$ cat src/rtl/dbus_ctrl_if.sv
// rtl/dbus_ctrl_if.sv - CPU-side load/store request and response bundle for dbus_ctrl
interface dbus_ctrl_if;
  logic        req_valid;
  logic        req_ready;
  logic        req_we;
  logic [1:0]  req_size;
  logic        req_unsigned;
  logic [31:0] req_addr;
  logic [31:0] req_wdata;
  logic        rsp_valid;
  logic [31:0] rsp_rdata;
  logic        rsp_err;

  modport master (
    output req_valid, req_we, req_size, req_unsigned, req_addr, req_wdata,
    input  req_ready, rsp_valid, rsp_rdata, rsp_err
  );

  modport slave (
    input  req_valid, req_we, req_size, req_unsigned, req_addr, req_wdata,
    output req_ready, rsp_valid, rsp_rdata, rsp_err
  );
endinterface

$ cat src/rtl/dbus_ctrl.sv
// rtl/dbus_ctrl.sv - data-bus controller sequencing loads/stores onto data RAM and fifo_if MMIO
// Optional DBUS_ALIGN_CHECK_EN: fault misaligned, non-byte MMIO and size-3 accesses instead of masking them.
module dbus_ctrl #(
  parameter logic [31:0] RAM_BASE  = 32'h0001_0000,
  parameter int          RAM_AW    = 10,
  parameter logic [31:0] MMIO_BASE = 32'h8000_0000
) (
  input  logic              clk_i,
  input  logic              rstn_i,
  dbus_ctrl_if.slave        bus,
  output logic              busy_o,
  output logic              ram_en_o,
  output logic [3:0]        ram_we_o,
  output logic [RAM_AW-1:0] ram_addr_o,
  output logic [31:0]       ram_wdata_o,
  input  logic [31:0]       ram_rdata_i,
  output logic              fifo_sel_o,
  output logic              fifo_rd_o,
  output logic              fifo_wr_o,
  output logic [1:0]        fifo_addr_o,
  output logic [7:0]        fifo_wdata_o,
  input  logic [7:0]        fifo_rdata_i
);

  typedef enum logic [1:0] {IDLE, ACC, WAIT, RESP} state_t;

  state_t      state;
  logic        we_q;
  logic        uns_q;
  logic        mmio_q;
  logic [1:0]  size_q;
  logic [1:0]  lane_q;

  logic [31:0] ram_off;
  logic        ram_hit;
  logic        mmio_hit;
  logic        bad;
  logic        fault;
  logic [1:0]  eff_size;
  logic [1:0]  eff_lo;
  logic [3:0]  st_mask;
  logic [31:0] st_data;
  logic [31:0] ld_src;
  logic [31:0] ld_sh;
  logic [31:0] ld_data;

  // Subtracting the base wraps addresses below it to huge offsets, so one compare covers both bounds.
  assign ram_off  = bus.req_addr - RAM_BASE;
  assign ram_hit  = (ram_off >> (RAM_AW + 2)) == 32'd0;
  assign mmio_hit = bus.req_addr[31:4] == MMIO_BASE[31:4];
  assign fault    = bad | ~(ram_hit | mmio_hit);
  assign busy_o   = (state != IDLE) | bus.req_valid;

  always_comb begin
    eff_size = bus.req_size;
    eff_lo   = bus.req_addr[1:0];
    bad      = 1'b0;
`ifdef DBUS_ALIGN_CHECK_EN
    bad = (bus.req_size == 2'd3)
        | ((bus.req_size == 2'd1) & bus.req_addr[0])
        | ((bus.req_size == 2'd2) & (bus.req_addr[1:0] != 2'b00))
        | (mmio_hit & (bus.req_size != 2'd0));
`else
    if (mmio_hit)
      eff_size = 2'd0;
    else if (bus.req_size == 2'd3)
      eff_size = 2'd2;
    if (eff_size == 2'd1)
      eff_lo[0] = 1'b0;
    else if (eff_size == 2'd2)
      eff_lo = 2'b00;
`endif
  end

  always_comb begin
    st_mask = 4'b1111;
    st_data = bus.req_wdata;
    case (eff_size)
      2'd0: begin
        st_mask = 4'b0001 << eff_lo;
        st_data = {4{bus.req_wdata[7:0]}};
      end
      2'd1: begin
        st_mask = eff_lo[1] ? 4'b1100 : 4'b0011;
        st_data = {2{bus.req_wdata[15:0]}};
      end
      default: ;
    endcase
  end

  // MMIO data always sits in lane 0; lane_q is forced to 0 for it at accept.
  always_comb begin
    ld_src  = mmio_q ? {24'h0, fifo_rdata_i} : ram_rdata_i;
    ld_sh   = ld_src >> {lane_q, 3'b000};
    ld_data = ld_sh;
    case (size_q)
      2'd0:    ld_data = uns_q ? {24'h0, ld_sh[7:0]}  : {{24{ld_sh[7]}}, ld_sh[7:0]};
      2'd1:    ld_data = uns_q ? {16'h0, ld_sh[15:0]} : {{16{ld_sh[15]}}, ld_sh[15:0]};
      default: ;
    endcase
  end

  always_ff @(posedge clk_i or negedge rstn_i) begin
    if (!rstn_i) begin
      state         <= IDLE;
      we_q          <= 1'b0;
      uns_q         <= 1'b0;
      mmio_q        <= 1'b0;
      size_q        <= 2'd0;
      lane_q        <= 2'd0;
      bus.req_ready <= 1'b0;
      bus.rsp_valid <= 1'b0;
      bus.rsp_rdata <= 32'h0;
      bus.rsp_err   <= 1'b0;
      ram_en_o      <= 1'b0;
      ram_we_o      <= 4'h0;
      ram_addr_o    <= '0;
      ram_wdata_o   <= 32'h0;
      fifo_sel_o    <= 1'b0;
      fifo_rd_o     <= 1'b0;
      fifo_wr_o     <= 1'b0;
      fifo_addr_o   <= 2'd0;
      fifo_wdata_o  <= 8'h0;
    end else begin
      case (state)
        IDLE: begin
          bus.req_ready <= 1'b1;
          if (bus.req_valid && bus.req_ready) begin
            bus.req_ready <= 1'b0;
            we_q          <= bus.req_we;
            uns_q         <= bus.req_unsigned;
            mmio_q        <= mmio_hit;
            size_q        <= eff_size;
            lane_q        <= mmio_hit ? 2'd0 : eff_lo;
            if (fault) begin
              bus.rsp_valid <= 1'b1;
              bus.rsp_err   <= 1'b1;
              bus.rsp_rdata <= 32'h0;
              state         <= RESP;
            end else if (mmio_hit) begin
              fifo_sel_o    <= 1'b1;
              fifo_rd_o     <= ~bus.req_we;
              fifo_wr_o     <= bus.req_we;
              fifo_addr_o   <= bus.req_addr[3:2];
              fifo_wdata_o  <= bus.req_wdata[7:0];
              state         <= ACC;
            end else begin
              ram_en_o      <= 1'b1;
              ram_we_o      <= bus.req_we ? st_mask : 4'h0;
              ram_addr_o    <= bus.req_addr[RAM_AW+1:2];
              ram_wdata_o   <= bus.req_we ? st_data : 32'h0;
              state         <= ACC;
            end
          end
        end
        ACC: begin
          ram_en_o     <= 1'b0;
          ram_we_o     <= 4'h0;
          ram_addr_o   <= '0;
          ram_wdata_o  <= 32'h0;
          fifo_sel_o   <= 1'b0;
          fifo_rd_o    <= 1'b0;
          fifo_wr_o    <= 1'b0;
          fifo_addr_o  <= 2'd0;
          fifo_wdata_o <= 8'h0;
          if (we_q) begin
            bus.rsp_valid <= 1'b1;
            bus.rsp_err   <= 1'b0;
            bus.rsp_rdata <= 32'h0;
            state         <= RESP;
          end else begin
            state <= WAIT;
          end
        end
        WAIT: begin
          bus.rsp_valid <= 1'b1;
          bus.rsp_err   <= 1'b0;
          bus.rsp_rdata <= ld_data;
          state         <= RESP;
        end
        default: begin
          bus.rsp_valid <= 1'b0;
          bus.rsp_err   <= 1'b0;
          bus.rsp_rdata <= 32'h0;
          bus.req_ready <= 1'b1;
          state         <= IDLE;
        end
      endcase
    end
  end

endmodule

$ cat src/flat_wrapper.sv
// flat-port wrapper written by rule: the top's interface ports become plain ports
module dbus_ctrl_flat 
#(
  parameter logic [31:0] RAM_BASE  = 32'h0001_0000,
  parameter int          RAM_AW    = 10,
  parameter logic [31:0] MMIO_BASE = 32'h8000_0000
)
  (clk_i, rstn_i, busy_o, ram_en_o, ram_we_o, ram_addr_o, ram_wdata_o, ram_rdata_i, fifo_sel_o, fifo_rd_o, fifo_wr_o, fifo_addr_o, fifo_wdata_o, fifo_rdata_i, bus_req_valid, bus_req_we, bus_req_size, bus_req_unsigned, bus_req_addr, bus_req_wdata, bus_req_ready, bus_rsp_valid, bus_rsp_rdata, bus_rsp_err);
  dbus_ctrl_if bus_i ();
  input  logic clk_i;
  input  logic rstn_i;
  output logic busy_o;
  output logic ram_en_o;
  output logic [3:0] ram_we_o;
  output logic [RAM_AW-1:0] ram_addr_o;
  output logic [31:0] ram_wdata_o;
  input  logic [31:0] ram_rdata_i;
  output logic fifo_sel_o;
  output logic fifo_rd_o;
  output logic fifo_wr_o;
  output logic [1:0] fifo_addr_o;
  output logic [7:0] fifo_wdata_o;
  input  logic [7:0] fifo_rdata_i;
  input wire logic [$bits(bus_i.req_valid)-1:0] bus_req_valid;
  input wire logic [$bits(bus_i.req_we)-1:0] bus_req_we;
  input wire logic [$bits(bus_i.req_size)-1:0] bus_req_size;
  input wire logic [$bits(bus_i.req_unsigned)-1:0] bus_req_unsigned;
  input wire logic [$bits(bus_i.req_addr)-1:0] bus_req_addr;
  input wire logic [$bits(bus_i.req_wdata)-1:0] bus_req_wdata;
  output wire logic [$bits(bus_i.req_ready)-1:0] bus_req_ready;
  output wire logic [$bits(bus_i.rsp_valid)-1:0] bus_rsp_valid;
  output wire logic [$bits(bus_i.rsp_rdata)-1:0] bus_rsp_rdata;
  output wire logic [$bits(bus_i.rsp_err)-1:0] bus_rsp_err;
  assign bus_i.req_valid = bus_req_valid;
  assign bus_i.req_we = bus_req_we;
  assign bus_i.req_size = bus_req_size;
  assign bus_i.req_unsigned = bus_req_unsigned;
  assign bus_i.req_addr = bus_req_addr;
  assign bus_i.req_wdata = bus_req_wdata;
  assign bus_req_ready = bus_i.req_ready;
  assign bus_rsp_valid = bus_i.rsp_valid;
  assign bus_rsp_rdata = bus_i.rsp_rdata;
  assign bus_rsp_err = bus_i.rsp_err;
  dbus_ctrl #(.RAM_BASE(RAM_BASE), .RAM_AW(RAM_AW), .MMIO_BASE(MMIO_BASE)) u_core (.clk_i(clk_i), .rstn_i(rstn_i), .bus(bus_i), .busy_o(busy_o), .ram_en_o(ram_en_o), .ram_we_o(ram_we_o), .ram_addr_o(ram_addr_o), .ram_wdata_o(ram_wdata_o), .ram_rdata_i(ram_rdata_i), .fifo_sel_o(fifo_sel_o), .fifo_rd_o(fifo_rd_o), .fifo_wr_o(fifo_wr_o), .fifo_addr_o(fifo_addr_o), .fifo_wdata_o(fifo_wdata_o), .fifo_rdata_i(fifo_rdata_i));
endmodule
$ cat config.mk
export PLATFORM = sky130hd
export DESIGN_NAME = dbus_ctrl_flat
export DESIGN_NICKNAME = d
export VERILOG_FILES = /design/src/rtl/dbus_ctrl_if.sv /design/src/rtl/dbus_ctrl.sv /design/src/flat_wrapper.sv
export SDC_FILE = /design/constraint.sdc
export NUM_CORES = 1
export LEC_CHECK = 0
export CORE_AREA = 2 2 106 133
export DETAILED_ROUTE_END_ITERATION = 7
export DIE_AREA = 0 0 108 135
export PLACE_DENSITY = 0.75
export SYNTH_ARGS = -nofsm -noshare
export SYNTH_HDL_FRONTEND = slang
export SYNTH_SLANG_ARGS = --single-unit
export TNS_END_PERCENT = 100
$ cat constraint.sdc
create_clock -name clk_i -period 2.7 [get_ports clk_i]
set_input_delay 0.54 -clock clk_i [delete_from_list [all_inputs] [get_ports clk_i]]
set_output_delay 0.54 -clock clk_i [all_outputs]
set_load 0.005 [all_outputs]
Word-level counts from Yosys, hierarchy flattened
Index checks and enable logic that the tools add are counted.

Word-level logic and storage cells: 117. Register bits: 104.

Muxes and demuxes: 67. Add/subtract/negate cells: 1. Equality and inequality tests: 13. Shift operators: 2. Bitwise operators: 3. Reduce and logical (&&, ||, !) cells: 12.

Operators with widths (number): 2-to-1 mux 32 bit (10); one-hot mux 32 bit (2 select lines) (3); one-hot mux 32 bit (3 select lines) (1); logical NOT 32 bit (1); >> shifter 32 x 5 -> 32 bit (1); subtractor 32 x 17 -> 32 bit (second input constant) (1); 2-to-1 mux 10 bit (3); == test 28 bit (second input constant) (1); 2-to-1 mux 8 bit (3); 2-to-1 mux 1 bit (20); 2-to-1 mux 4 bit (5); one-hot mux 10 bit (2 select lines) (1); 2-to-1 mux 2 bit (9); one-hot mux 4 bit (2 select lines) (2); one-hot mux 8 bit (2 select lines) (1); one-hot mux 1 bit (2 select lines) (6); inequality test 2 x 1 -> 1 bit (second input constant) (4); AND reduction 4 bit (2); == test 2 x 1 -> 1 bit (second input constant) (3); == test 2 bit (second input constant) (3); logical NOT 2 bit (3); one-hot mux 2 bit (3 select lines) (1); inequality test 2 bit (second input constant) (2); one-hot mux 2 bit (2 select lines) (1); 9 further kinds (11).

Logic depth before layout (Yosys ltp)
Gate-level depths: netlist (run 1).

Word-level depth: 13. Depth in mapped cells: 11. Depth with buffers taken out: 7.

Worst setup path before layout (run 1)
No wires, ideal clock.

Path type: input to register. Start: in bus_req_addr[17]. End: reg u_core.bus.rsp_rdata[11]. Setup slack: 0.529 ns. Setup time: 0.128 ns. Stages: 6. Data arrival time: 2.043 ns. Cells stage by stage: nor4_2 -> nand4_2 -> a2111oi_2 -> nor3b_2 -> buf_6 -> mux2_1.

Longest elaborated chain between the ends: 5. Elaborated cells on any way between the ends: 6.

RTL lines: start, declared (RTL line flat_wrapper.sv:28) `input wire logic [$bits(bus_i.req_addr)-1:0] bus_req_addr;`; subtractor 32 x 17 -> 32 bit (RTL line dbus_ctrl.sv:48) `assign ram_off = bus.req_addr - RAM_BASE;`; logical NOT 32 bit (RTL line dbus_ctrl.sv:49) `assign ram_hit = (ram_off >> (RAM_AW + 2)) == 32'd0;`; OR 1 bit * (RTL line dbus_ctrl.sv:51) `assign fault = bad | ~(ram_hit | mmio_hit);`; inequality test 2 bit (no source line) *; AND reduction 3 bit (no source line) *; end signal, assigned (RTL line dbus_ctrl.sv:178) `bus.rsp_rdata <= ld_data;`; end, declared (RTL line dbus_ctrl_if.sv:21) `output req_ready, rsp_valid, rsp_rdata, rsp_err`.

Every way passes the cells marked *; elsewhere a longest branch is shown, timed or not. A chain may end at the register's enable or synchronous reset.

Final worst setup path (run 1)
Start: in bus_req_addr[7]. End: reg u_core.bus.rsp_rdata[3].

Same word-level chain as after synthesis.

==> impl_metrics.toml, run 1 <==
[sta]
finalSetupViolCount = 0
period_minus_slack_ns = 2.513
worst_slack_ns = 0.1874
slew_headroom_pct = 38.34
skew_ns = 0.01574
rsz0062_at_grt = "false"
fmax_ghz = 0.3980
finalHoldViolations = 0
finalMaxSlewViolations = 0
min_period_over_period_pct = 93.06
whs_ns = 0.2667
tightest_slew_ns = 0.9193

[floorplan]
die_w_um = 108
rows = 47
dieArea_um2 = 14580
io_pins = 207
start_util_pct = 41.30
core_area_um2 = 13230
die_y_um = 135

[placed_design]
port_buffers = 206
post-dp-hpwl_um = 13530
place.gp.congestion = 0.9932
post-place-ws_ns = -0.1488

[cells_and_area]
diodes = 0
nets = 903
areaGrowthSynthToFinish_pct = 48.80
utilization_pct = 61.45
drive_gt1_share_pct = 7.945

[route]
drc = 0
via_per_inst = 5.521
dr_total_vias = 5322
wl_per_cell_um = 18.29
drtIter0Drc = 318
drt-total-wl_um = 17630
ant_nets = 0
drt-pass1-iter-count = 4

[worst_setup_path]
cp_data_required_time_ns = 2.96
criticalPathCategory = "input port to flip-flop"
cp_max_fo = 12
r2r_start = "u_core.state[0]"
cp.arrival_ns = 2.77
critPathCaptureType = "flip-flop"
crit_start = "bus_req_addr[7]"
start_kind = "input port"

[cts]
post-cts-setup-buffer-count = 0
clkTransAtPathRegs_ns = 0.08
insertion_delay_ns = 0.35
postCtsHoldBufs = 0
clock_sinks = 104
cts_resized = 0
cts_tree = "built"
clock_path_buffers = 2
root_buffer = "clkbuf_16"
cts_buffers = 9
h-tree-depth = 3

[synthesis]
syn_nets = 697
ys_ff_latch = 104
synth_top_cell_by_area = "dfrtp_1"
synthArstFlopShare_pct = 100.0
syn-mean-instance-area_um2 = 9.388
synth.most_common_cell = "dfrtp_1"
ys_seq_area_share_pct = 47.63
ys.flop_type = "dfrtp_1"
synth_edf_count = 0
yosysUniqueCellTypes = 55
synth_area_leaders = "dfrtp_1 (48%), mux2i_1 (10%), nand2_1 (7.0%)"
syn-cell-area_um2 = 5464
ys_warn_count = 0
synth_cells = 582
ys_top_cells_by_count = "dfrtp_1 (104), nand2_1 (102), o21ai_0 (75)"
synth_top_area_share_pct = 47.63

[power]
peakVddDrop_mv = 0.4172
power_density_nw_per_um2 = 760.4
p_leak_nw = 3.553

[min_path]
hp-class = "input port to asynchronous set/reset pin"

[global_route]
grt_usage_pct = 24.37
antenna_found_initial = 0
grt_max_degree = 63
first_global_vias = 5391
grt-ovfl-total = 0
grt_pass1_wl_um = 27880

[job]
drv_cap = 0

[run_status]
outcome = "completed"
[power breakdown]
group	internal, mW	leakage [nW]	switching (mW)	total [mW]
combinational	1.39	2.02	1.49	2.88
clock	0.658	0.132	0.593	1.25
sequential	1.84	1.40	0.207	2.05
total	3.90	3.55	2.29	6.18
[worst paths after layout]
check	cells past startpoint	endpoint	slack (ns)
min in group clk_i	2	u_core.ram_addr_o[4]	0.47
max in group asynchronous	2	u_core.bus.req_ready	1.72
hold / removal	1	u_core.ram_wdata_o[0]	0.27
hold reg to reg	2	u_core.ram_addr_o[4]	0.47
setup / recovery	7	u_core.bus.rsp_rdata[3]	0.19
setup reg to reg	8	u_core.bus.rsp_rdata[3]	0.26
[area by class of cell]
type | instances | area, µm²
tap | 171 | 214.0
multi-input combinational | 407 | 2590
clock inverter | 5 | 41.29
sequential | 104 | 2603
clock buffer | 11 | 242.7
timing repair buffer | 234 | 2320
fill | 1132 | 5101
inverter | 32 | 120.1
[per-layer routing]
metal / part of all wire, % / GRT usage [%]
met2: 49 / 41.09
met3: 10 / 7.239
met5: 0 / 0
met4: 2.4 / 9.188
met1: 38 / 29.27
[cell usage in the layout, fill, tap and decap left out, drive strengths merged, types with 4 or more instances in the layout]
cell             n
o21ai           84
clkbuf          11
mux2            11
o211ai          13
nand2          102
nor2            19
a2bb2oi          7
nor2b            4
o31ai            5
ha               4
nor3             6
and3             5
inv             32
nand4           12
a21oi           14
buf             29
clkdlybuf4s50  205
o22ai           15
nor4             4
dfrtp          104
a221o            8
and2             8
mux2i           55
[registers in the layout (all words and copies together), names as in the netlist, 2 cells and up]
register / flops
u_core.size_q: 2
u_core.fifo_addr_o: 2
u_core.ram_we_o: 4
u_core.bus.rsp_rdata: 32
u_core.ram_wdata_o: 32
u_core.lane_q: 2
u_core.state: 2
u_core.ram_addr_o: 10
u_core.fifo_wdata_o: 8
[stage by stage]
| step | total power, mW | instance area (µm²) | std cells | TNS [ns] |
|---|---|---|---|---|
| after CTS | 6.220 | 8130 | 964 | 0 |
| after detailed placement | 4.957 | 7846 | 948 | -4.158 |
| final | 6.182 | 8130 | 964 | 0 |
| after floorplan | 3.700 | 5464 | 582 | 0 |
| after global placement | 4.866 | 7846 | 948 | -1.131 |
| after global routing | 6.591 | 8130 | 964 | 0 |
[cells by family after synthesis]
group           Yosys count  share of synthesized area, %
compound gates          160                         18.37
simple gates            177                         15.32
fa+ha+maj                 4                        0.9160
mux                      66                         12.34
flops                   104                         47.63
buf+inv                  71                         5.427
[worst max-delay path, cell delays in order]
cell and delay, ns:
clkdlybuf4s50_1 0.44, nor4b_1 0.44, nand4_1 0.29, nor4_1 0.45, nor3b_4 0.20, buf_4 0.22
mux2i_1 0.18
Note: power is estimated with default switching activity, not from simulation.
==> run 2, diff against run 1 <==
--- a/config.mk
+++ b/config.mk
@@ -5,11 +5,13 @@
 export SDC_FILE = /design/constraint.sdc
 export NUM_CORES = 1
 export LEC_CHECK = 0
-export CORE_AREA = 2 2 106 133
+export CELL_PAD_IN_SITES_DETAIL_PLACEMENT = 0
+export CELL_PAD_IN_SITES_GLOBAL_PLACEMENT = 1
+export CORE_AREA = 2 2 119 149
 export DETAILED_ROUTE_END_ITERATION = 7
-export DIE_AREA = 0 0 108 135
-export PLACE_DENSITY = 0.75
+export DIE_AREA = 0 0 121 151
+export PLACE_DENSITY_LB_ADDON = 0.1
 export SYNTH_ARGS = -nofsm -noshare
 export SYNTH_HDL_FRONTEND = slang
 export SYNTH_SLANG_ARGS = --single-unit
-export TNS_END_PERCENT = 100
+export TNS_END_PERCENT = 50
==> impl_metrics.toml, run 2 (synthesis results as in run 1) <==
[run_status]
outcome = "completed"

[power]
power_density_nw_per_um2 = 773.6
peakVddDrop_mv = 0.3464
p_leak_nw = 3.611

[cells_and_area]
nets = 909
fill_cells = 1595
largestRegisters = "u_core.bus.rsp_rdata x32, u_core.ram_wdata_o x32, u_core.ram_addr_o x10"
areaGrowthSynthToFinish_pct = 51.80
layout_common_cells = "clkdlybuf4s50_1 (205), dfrtp_1 (104), nand2_1 (102)"
layout_commonest_cell = "clkdlybuf4s50_1"
stdcell_area_um2 = 8294
drive_gt1_share_pct = 8.761
diodes = 0

[sta]
slew_headroom_pct = 36.98
finalSetupViolCount = 0
fmax_ghz = 0.4042
tightest_slew_ns = 0.9453
min_period_over_period_pct = 91.63
period_minus_slack_ns = 2.474
whs_ns = 0.1800
skew_ns = 0.008397
rsz0062_at_grt = "false"
finalHoldViolations = 0
finalMaxSlewViolations = 0

[floorplan]
dieArea_um2 = 18270
core_area_um2 = 16780
rows = 53
die_y_um = 151
io_pins = 207
die_w_um = 121
start_util_pct = 32.57

[global_route]
gr-usage-met1_pct = 24.74
grt_max_degree = 44
grt-ovfl-total = 0
grtUsageMet3_pct = 5.610
grt_usage_pct = 20.13
grt_pass1_wl_um = 28230
antenna_found_initial = 0
top_usage_layer = "met2"
first_global_vias = 5186
grt_use_met2_pct = 34.38

[cts]
h-tree-depth = 3
cts_tree = "built"
clock_path_buffers = 2
postCtsHoldBufs = 0
clkTransAtPathRegs_ns = 0.08
root_buffer = "clkbuf_16"
cts_buffers = 9
clock_sinks = 104
insertion_delay_ns = 0.36

[route]
drt-pass1-iter-count = 4
drc = 0
drt-total-wl_um = 18470
dr_total_vias = 5126
via_per_inst = 5.030
wl_per_cell_um = 18.13
drtIter0Drc = 362
ant_nets = 0

[placed_design]
post-dp-hpwl_um = 14010
post_dp_cell_area_um2 = 7953
place.gp.congestion = 0.8580
port_buffers = 206

[worst_setup_path]
critical_path.cell_chain = "inv_1, ha_1, buf_4, inv_1, a22oi_2, nor2_1, a32o_1"
start_kind = "flip-flop"
r2r_start = "u_core.state[0]"
cpMaxStageDelayCell = "a22oi_2"
critPathCaptureType = "flip-flop"
cpMostUsedCell = "inv_1"
cp.arrival_ns = 2.71
criticalPathCategory = "flip-flop to flip-flop"
cpPeakStageDelay_ns = 0.80
cp_data_required_time_ns = 2.93
cpLargestDelayFamily = "compound AO/OA/AOI/OAI gates"
cp_max_fo = 21
worstReg2RegEnd = "u_core.ram_we_o[2]"
cp.buffers_inverters = 3
reg2reg_slack_ns = 0.23
worstRegToRegCells = 7

[job]
drv_cap = 0

[min_path]
hp-class = "input port to asynchronous set/reset pin"
-- run 2: worst max path at each step --
stage                           from                        to  slack [ns]  cells after the start
floorplan           bus_req_addr[17]  u_core.bus.rsp_rdata[11]        0.53                      6
global placement       bus_req_valid     u_core.ram_wdata_o[1]       -0.05                      6
detailed placement     bus_req_valid        u_core.ram_we_o[2]        -0.1                      6
CTS                  u_core.state[0]        u_core.ram_we_o[2]        0.22                      7
global route         u_core.state[0]        u_core.ram_we_o[2]        0.04                      7
finish               u_core.state[0]        u_core.ram_we_o[2]        0.23                      7
-- run 2: what timing repair did --
item,in CTS,in global routing
setup endpoints to repair,0,4
resized for setup,0,1
buffers inserted,0,0
-- run 2: layout make-up --
class,instances,area (µm²),share of cell area [%]
inverters,32,120.1,1.448
well taps,220,275.3,3.319
flip-flops and latches,104,2603,31.38
repair buffers,240,2365,28.51
multi-input cells,407,2599,31.33
clock buffers,9,225.2,2.715
clock inverters,7,107.6,1.297
-- run 2: through the flow --
step / TNS, ns / power (mW) / cells / worst slack [ns] / util, %
after floorplan: 0 / 3.700 / 582 / 0.5291 / -
after global placement: -0.9161 / 4.943 / 1003 / -0.04504 / 47.40
after detailed placement: -2.602 / 4.994 / 1003 / -0.09630 / 47.40
after CTS: 0 / 6.487 / 1019 / 0.2219 / 49.38
after global routing: 0 / 6.859 / 1019 / 0.03927 / 49.44
final: 0 / 6.416 / 1019 / 0.2261 / 49.44
-- run 2: metal layers --
metal / part of all wire, % / vias up / wire length (µm)
li1: - / 2485 / -
met1: 42 / 2451 / 7731
met2: 50 / 176 / 9154
met3: 7.3 / 14 / 1349
met4: 1.3 / 0 / 235
met5: 0 / - / 0
-- run 2: power by group --
part	internal [mW]	switching [mW]	leakage (nW)	total (mW)
Combinational	1.41	1.50	2.05	2.90
Clock	0.833	0.632	0.160	1.47
Sequential	1.84	0.205	1.40	2.05
